File: config.mk
export PLATFORM = sky130hd
export DESIGN_NAME = systolic_feeder
export DESIGN_NICKNAME = d
export VERILOG_FILES = /design/src/rtl/systolic_feeder.sv
export SDC_FILE = /design/constraint.sdc
export NUM_CORES = 2
export LEC_CHECK = 0
export CORE_UTILIZATION = 55
export DETAILED_ROUTE_END_ITERATION = 10
export GPL_ROUTABILITY_DRIVEN = 0
export PLACE_DENSITY = 0.83
export SETUP_SLACK_MARGIN = 0.1
export SYNTH_ARGS = -nofsm -noshare
export SYNTH_HDL_FRONTEND = slang
export SYNTH_SLANG_ARGS = --single-unit
File: constraint.sdc
create_clock -name clk -period 90.8 [get_ports clk]
set_input_delay 9.08 -clock clk [delete_from_list [all_inputs] [get_ports clk]]
set_output_delay 9.08 -clock clk [all_outputs]
set_load 0.01 [all_outputs]
File: src/rtl/systolic_feeder.sv
// systolic_feeder: loads one 4x4 weight tile, emits it row by row, then streams NVEC skewed activation vectors.
// Optional stall counter output is built when SYSTOLIC_FEEDER_PERF_EN is defined.
module systolic_feeder #(
  parameter int NVEC  = 4,
  parameter int DRAIN = 8
) (
  input  logic             clk,
  input  logic             rst,
  input  logic             start,
  input  logic             wt_valid,
  output logic             wt_ready,
  input  logic [3:0][31:0] wt_data,
  input  logic             act_valid,
  output logic             act_ready,
  input  logic [3:0][31:0] act_data,
  output logic [3:0][31:0] a_out,
  output logic [3:0]       a_vld,
  output logic [3:0][31:0] b_out,
  output logic             switch_out,
  output logic             busy,
  output logic             done
`ifdef SYSTOLIC_FEEDER_PERF_EN
  ,
  output logic [15:0]      stall_cnt
`endif
);

  typedef enum logic [2:0] {
    S_IDLE   = 3'd0,
    S_LOAD_W = 3'd1,
    S_EMIT_W = 3'd2,
    S_SWITCH = 3'd3,
    S_STREAM = 3'd4,
    S_FLUSH  = 3'd5,
    S_DRAIN  = 3'd6
  } state_t;

  localparam logic [7:0] NVEC_LAST  = 8'(NVEC - 1);
  localparam logic [7:0] DRAIN_LAST = 8'(DRAIN - 1);

  state_t                 state_r, state_s;
  logic [7:0]             cnt_r, cnt_s;
  logic [3:0][3:0][31:0]  wbuf_r;
  logic [3:0][31:0]       b_s;
  logic [3:0][31:0]       head_d_s;
  logic                   wt_hs_s;
  logic                   act_hs_s;
  logic                   done_s;

  // The ready registers are only high inside their own phase, so they qualify the handshakes.
  assign wt_hs_s  = wt_valid & wt_ready;
  assign act_hs_s = act_valid & act_ready;
  assign head_d_s = act_hs_s ? act_data : {4{32'd0}};

  // Next-state and phase counter.
  always_comb begin
    state_s = state_r;
    cnt_s   = cnt_r;
    case (state_r)
      S_IDLE: begin
        if (start) begin
          state_s = S_LOAD_W;
          cnt_s   = 8'd0;
        end else begin
          state_s = S_IDLE;
        end
      end
      S_LOAD_W: begin
        if (wt_hs_s && (cnt_r == 8'd3)) begin
          state_s = S_EMIT_W;
          cnt_s   = 8'd0;
        end else if (wt_hs_s) begin
          cnt_s = cnt_r + 8'd1;
        end else begin
          cnt_s = cnt_r;
        end
      end
      S_EMIT_W: begin
        if (cnt_r == 8'd3) begin
          state_s = S_SWITCH;
          cnt_s   = 8'd0;
        end else begin
          cnt_s = cnt_r + 8'd1;
        end
      end
      S_SWITCH: begin
        state_s = S_STREAM;
        cnt_s   = 8'd0;
      end
      S_STREAM: begin
        if (act_hs_s && (cnt_r == NVEC_LAST)) begin
          state_s = S_FLUSH;
          cnt_s   = 8'd0;
        end else if (act_hs_s) begin
          cnt_s = cnt_r + 8'd1;
        end else begin
          cnt_s = cnt_r;
        end
      end
      S_FLUSH: begin
        if (cnt_r == 8'd2) begin
          state_s = S_DRAIN;
          cnt_s   = 8'd0;
        end else begin
          cnt_s = cnt_r + 8'd1;
        end
      end
      S_DRAIN: begin
        if (cnt_r == DRAIN_LAST) begin
          state_s = S_IDLE;
          cnt_s   = 8'd0;
        end else begin
          cnt_s = cnt_r + 8'd1;
        end
      end
      default: begin
        state_s = S_IDLE;
        cnt_s   = 8'd0;
      end
    endcase
  end

  // Outputs are registered from the next state so they line up with the state they describe.
  always_comb begin
    done_s = (state_r == S_DRAIN) && (cnt_r == DRAIN_LAST);
    if (state_s == S_EMIT_W) begin
      b_s = wbuf_r[cnt_s[1:0]];
    end else begin
      b_s = {4{32'd0}};
    end
  end

  // Control state, weight buffer and registered control outputs.
  always_ff @(posedge clk or posedge rst) begin
    if (rst) begin
      state_r    <= S_IDLE;
      cnt_r      <= 8'd0;
      wbuf_r     <= {16{32'd0}};
      wt_ready   <= 1'b0;
      act_ready  <= 1'b0;
      b_out      <= {4{32'd0}};
      switch_out <= 1'b0;
      busy       <= 1'b0;
      done       <= 1'b0;
    end else begin
      state_r    <= state_s;
      cnt_r      <= cnt_s;
      if (wt_hs_s) begin
        wbuf_r[cnt_r[1:0]] <= wt_data;
      end
      wt_ready   <= (state_s == S_LOAD_W);
      act_ready  <= (state_s == S_STREAM);
      b_out      <= b_s;
      switch_out <= (state_s == S_SWITCH);
      busy       <= (state_s != S_IDLE) || done_s;
      done       <= done_s;
    end
  end

  // Lane i delays by 1+i registers; the oldest stage drives the array row.
  for (genvar i = 0; i < 4; i++) begin : g_lane
    logic [i:0][31:0] pd_r;
    logic [i:0]       pv_r;

    // Skew shift chain for this lane.
    always_ff @(posedge clk or posedge rst) begin
      if (rst) begin
        pd_r <= {(i+1){32'd0}};
        pv_r <= {(i+1){1'b0}};
      end else begin
        pd_r <= (pd_r << 6'd32) | (32*(i+1))'(head_d_s[i]);
        pv_r <= (pv_r << 1'b1) | (i+1)'(act_hs_s);
      end
    end

    assign a_out[i] = pd_r[i];
    assign a_vld[i] = pv_r[i];
  end

`ifdef SYSTOLIC_FEEDER_PERF_EN
  // Bubble counter over STREAM cycles, saturating and held after the job.
  always_ff @(posedge clk or posedge rst) begin
    if (rst) begin
      stall_cnt <= 16'd0;
    end else if ((state_r == S_IDLE) && start) begin
      stall_cnt <= 16'd0;
    end else if ((state_r == S_STREAM) && !act_hs_s && (stall_cnt != 16'hFFFF)) begin
      stall_cnt <= stall_cnt + 16'd1;
    end else begin
      stall_cnt <= stall_cnt;
    end
  end
`endif

endmodule

==> reports/summary.txt <==
Post-synth top area share = 66.4%
Crit Path Class = in2reg
FF+latch count, synth = 980
Post-CTS sizing = 0
Peak supply drop = 44.8 uV
Initial core utilization = 55.9%
Area of the multi-input gates = 10,900 sq um
Number of flops mapped to enable cells by yosys = 0
Status = finished, violations left
Crit-path cells = clkdlybuf4s50_1 -> nand3_1 -> nor2_1 -> o21a_1 -> o31ai_4 -> buf_12 -> buf_4 -> buf_4 -> mux2i_1 -> o22ai_2
Crit path max fanout = 146
Reg2Reg Launch Point = cnt_r[0]
Reg-to-Reg End = b_out[117]
Finish-stage setup viols = 0
Syn Area/Cell = 15.7 sq um
Via count = 20,600
Minimum hold slack = 335 ps
Sequential fraction of the synthesis area = 66.4%
Metal-1 WL = 33,700 um
PortBufs = 525
Clk_lat worst skew = 650 ps
Netlist Area Pre-Place = 37,000 sq um
Most frequent cells in the layout = 979 x dfrtp_1, 524 x clkdlybuf4s50_1, 512 x mux2_2
CP arrival = 13,910 ps
Synth unique cells = 51
RSZ-0062 raised after global routing = no
Mapped Nets = 2,615
CTS Buffer Depth = 3
Initial antenna violation count = 22
Largest cells by area after synthesis = dfrtp_1 66%, mux2_2 16%, mux2i_1 6.9%
Max stage delay on crit path = 960 ps
Final ANT Viol Nets = 0
Worst path required time = 91,270 ps
# rows = 94
Final instance area = 45,100 sq um
PwrDens = 32.4 nW/um^2
Critical Path Source Type = input port
Post-route DRC = 32
Max Slew Vio Count = 0
Root Driver = clkbuf_16
CTS Buf Count = 96
FF-to-FF path depth = 10
Die Y = 261 um
Highest metal used = met5
Htree depth = 3
I/O pins = 526
Die Wd = 261 um
Final Critical Period = 13,440 ps
Pin count of the biggest net entering global routing = 192
Placed inst area = 42,000 sq um
Violated checks = design-rule violations
Synth Warn # = 0
Layout Utilization = 68.3%
Worst path slowest cell = buf_4
Pre-Repair DR Iteration Count = 11
Via density = 5.56
Gr usage total = 24.5%
Setup Skew = 32.7 ps
Final hold vios = 0
DP Worst Slack = 76,730 ps
Most frequent CP cell = buf_4
CTS tree = yes
Worst Hold Class = reg2reg
Syn-to-layout area delta = 22.1%
Final Cycle Share = 14.8%
Main synth FF type = dfrtp_1
Commonest non-fill, non-tap cell in the layout = dfrtp_1
Wire length per cell = 22.5 um
Hpwl dp = 51,700 um
Filler cells = 4,296
Setup crit end kind = register
Max-slew headroom = 24.4%
Cell Count, Final, Fillers Out = 3,700
Fmax = 0.0744 GHz
Total Neg Setup Slack = 0 ps
Area leader, netlist = dfrtp_1
Layout cells sized above 1 = 26.2%
Core Area = 66,100 sq um
Grt total ovfl = 0
Worst-Margin Slew = 1130 ps
Hold Crit Depth = 0
Met2 wire len = 41,500 um
Hold path start = g_lane[2].pd_r[38]
Maxcap violations = 0
Area of the die = 68,200 sq um
First-pass GRT wire length = 128,000 um
Static Leak = 21.5 nW
Power Total = 1.46 mW
Clock sink count = 980
Vias in the first global route = 22,400
Initial DRC Count = 1,515
Async SR Flop Fraction = 100%
Hold Path End = a_out[70]
R2R Setup Slk = 85,310 ps
Worst-path clk slew = 60 ps
Post-CTS setup buffers = 0
Post-layout net count = 3,023
Cells after synthesis = 2,350
FF+latch area = 24,500 sq um
Metal3 WL = 5110 um
Final worst slack = 77,360 ps
Final WL = 83,400 um
Cells after DPL = 3,524
Hold bufs inserted after CTS = 0
-- report_power, final --
group	internal, mW	switching (mW)
Sequential	0.567	0.0696
Clock	0.225	0.164
Combinational	0.236	0.201
Total	1.03	0.434
-- worst max path at each step --
stage | start | endpoint | slack (ps) | depth (start not counted)
after floorplan | rst | a_out[100] | 54150 | 1
after global placement | wt_valid | b_out[119] | 76930 | 10
after detailed placement | wt_valid | b_out[120] | 76730 | 10
after CTS | wt_valid | b_out[117] | 77370 | 10
after global routing | wt_valid | b_out[117] | 77160 | 10
final | wt_valid | b_out[117] | 77360 | 10
-- logic make-up (layout without fill, tap and decap cells) --
group           Yosys count  count (layout)  share of synthesized area [%]
compound gates          162             162                           3.47
flops                   980             980                           66.4
mux                     768             768                           22.5
simple gates            188             188                           3.11
fa+ha+maj                 4               4                          0.135
other cells               0              10                              0
buf+inv                 248             724                           4.40
-- metal layers --
layer,track usage (%),vias to the layer above
met1,31.2,10800
met3,6.28,191
met2,40.0,491
li1,-,9089
met5,0,-
met4,10.1,24
-- cell type report --
cell class                 instances  area share, %
sequential                       980           54.3
multi-input combinational       1122           24.1
timing repair buffer             551           12.1
clock buffer                     139           6.19
tap                              864           2.39
clock inverter                    27          0.729
inverter                           7         0.0748
antenna                           10         0.0554
-- worst max-delay path: cells and delay by family --
kind | cells | cell delay [ps]
and+or+nand+nor | 2 | 380
muxes | 1 | 330
AOI/OAI and AO/OA | 3 | 670
buffers and inverters | 4 | 3240
-- flip-flops by register name, indices dropped and copies added, names as in the netlist --
| signal | flops |
|---|---|
| a_out | 96 |
| act_ready | 1 |
| b_out | 128 |
| busy | 1 |
| cnt_r | 8 |
| done | 1 |
| g_lane.pd_r | 224 |
| g_lane.pv_r | 4 |
| state_r | 3 |
| switch_out | 1 |
| wbuf_r | 512 |
| wt_ready | 1 |
-- Yosys cell counts, types with 10 or more instances --
library cell and count:
buf_6 14, mux2_2 512, clkbuf_1 89, and3_1 131
nand2_1 12, o21ai_0 10, buf_4 101, buf_2 18
o22ai_2 36, dfrtp_1 980, mux2i_1 256, o22ai_1 93
nand3_1 11
Power figures use the tool's default switching activity.
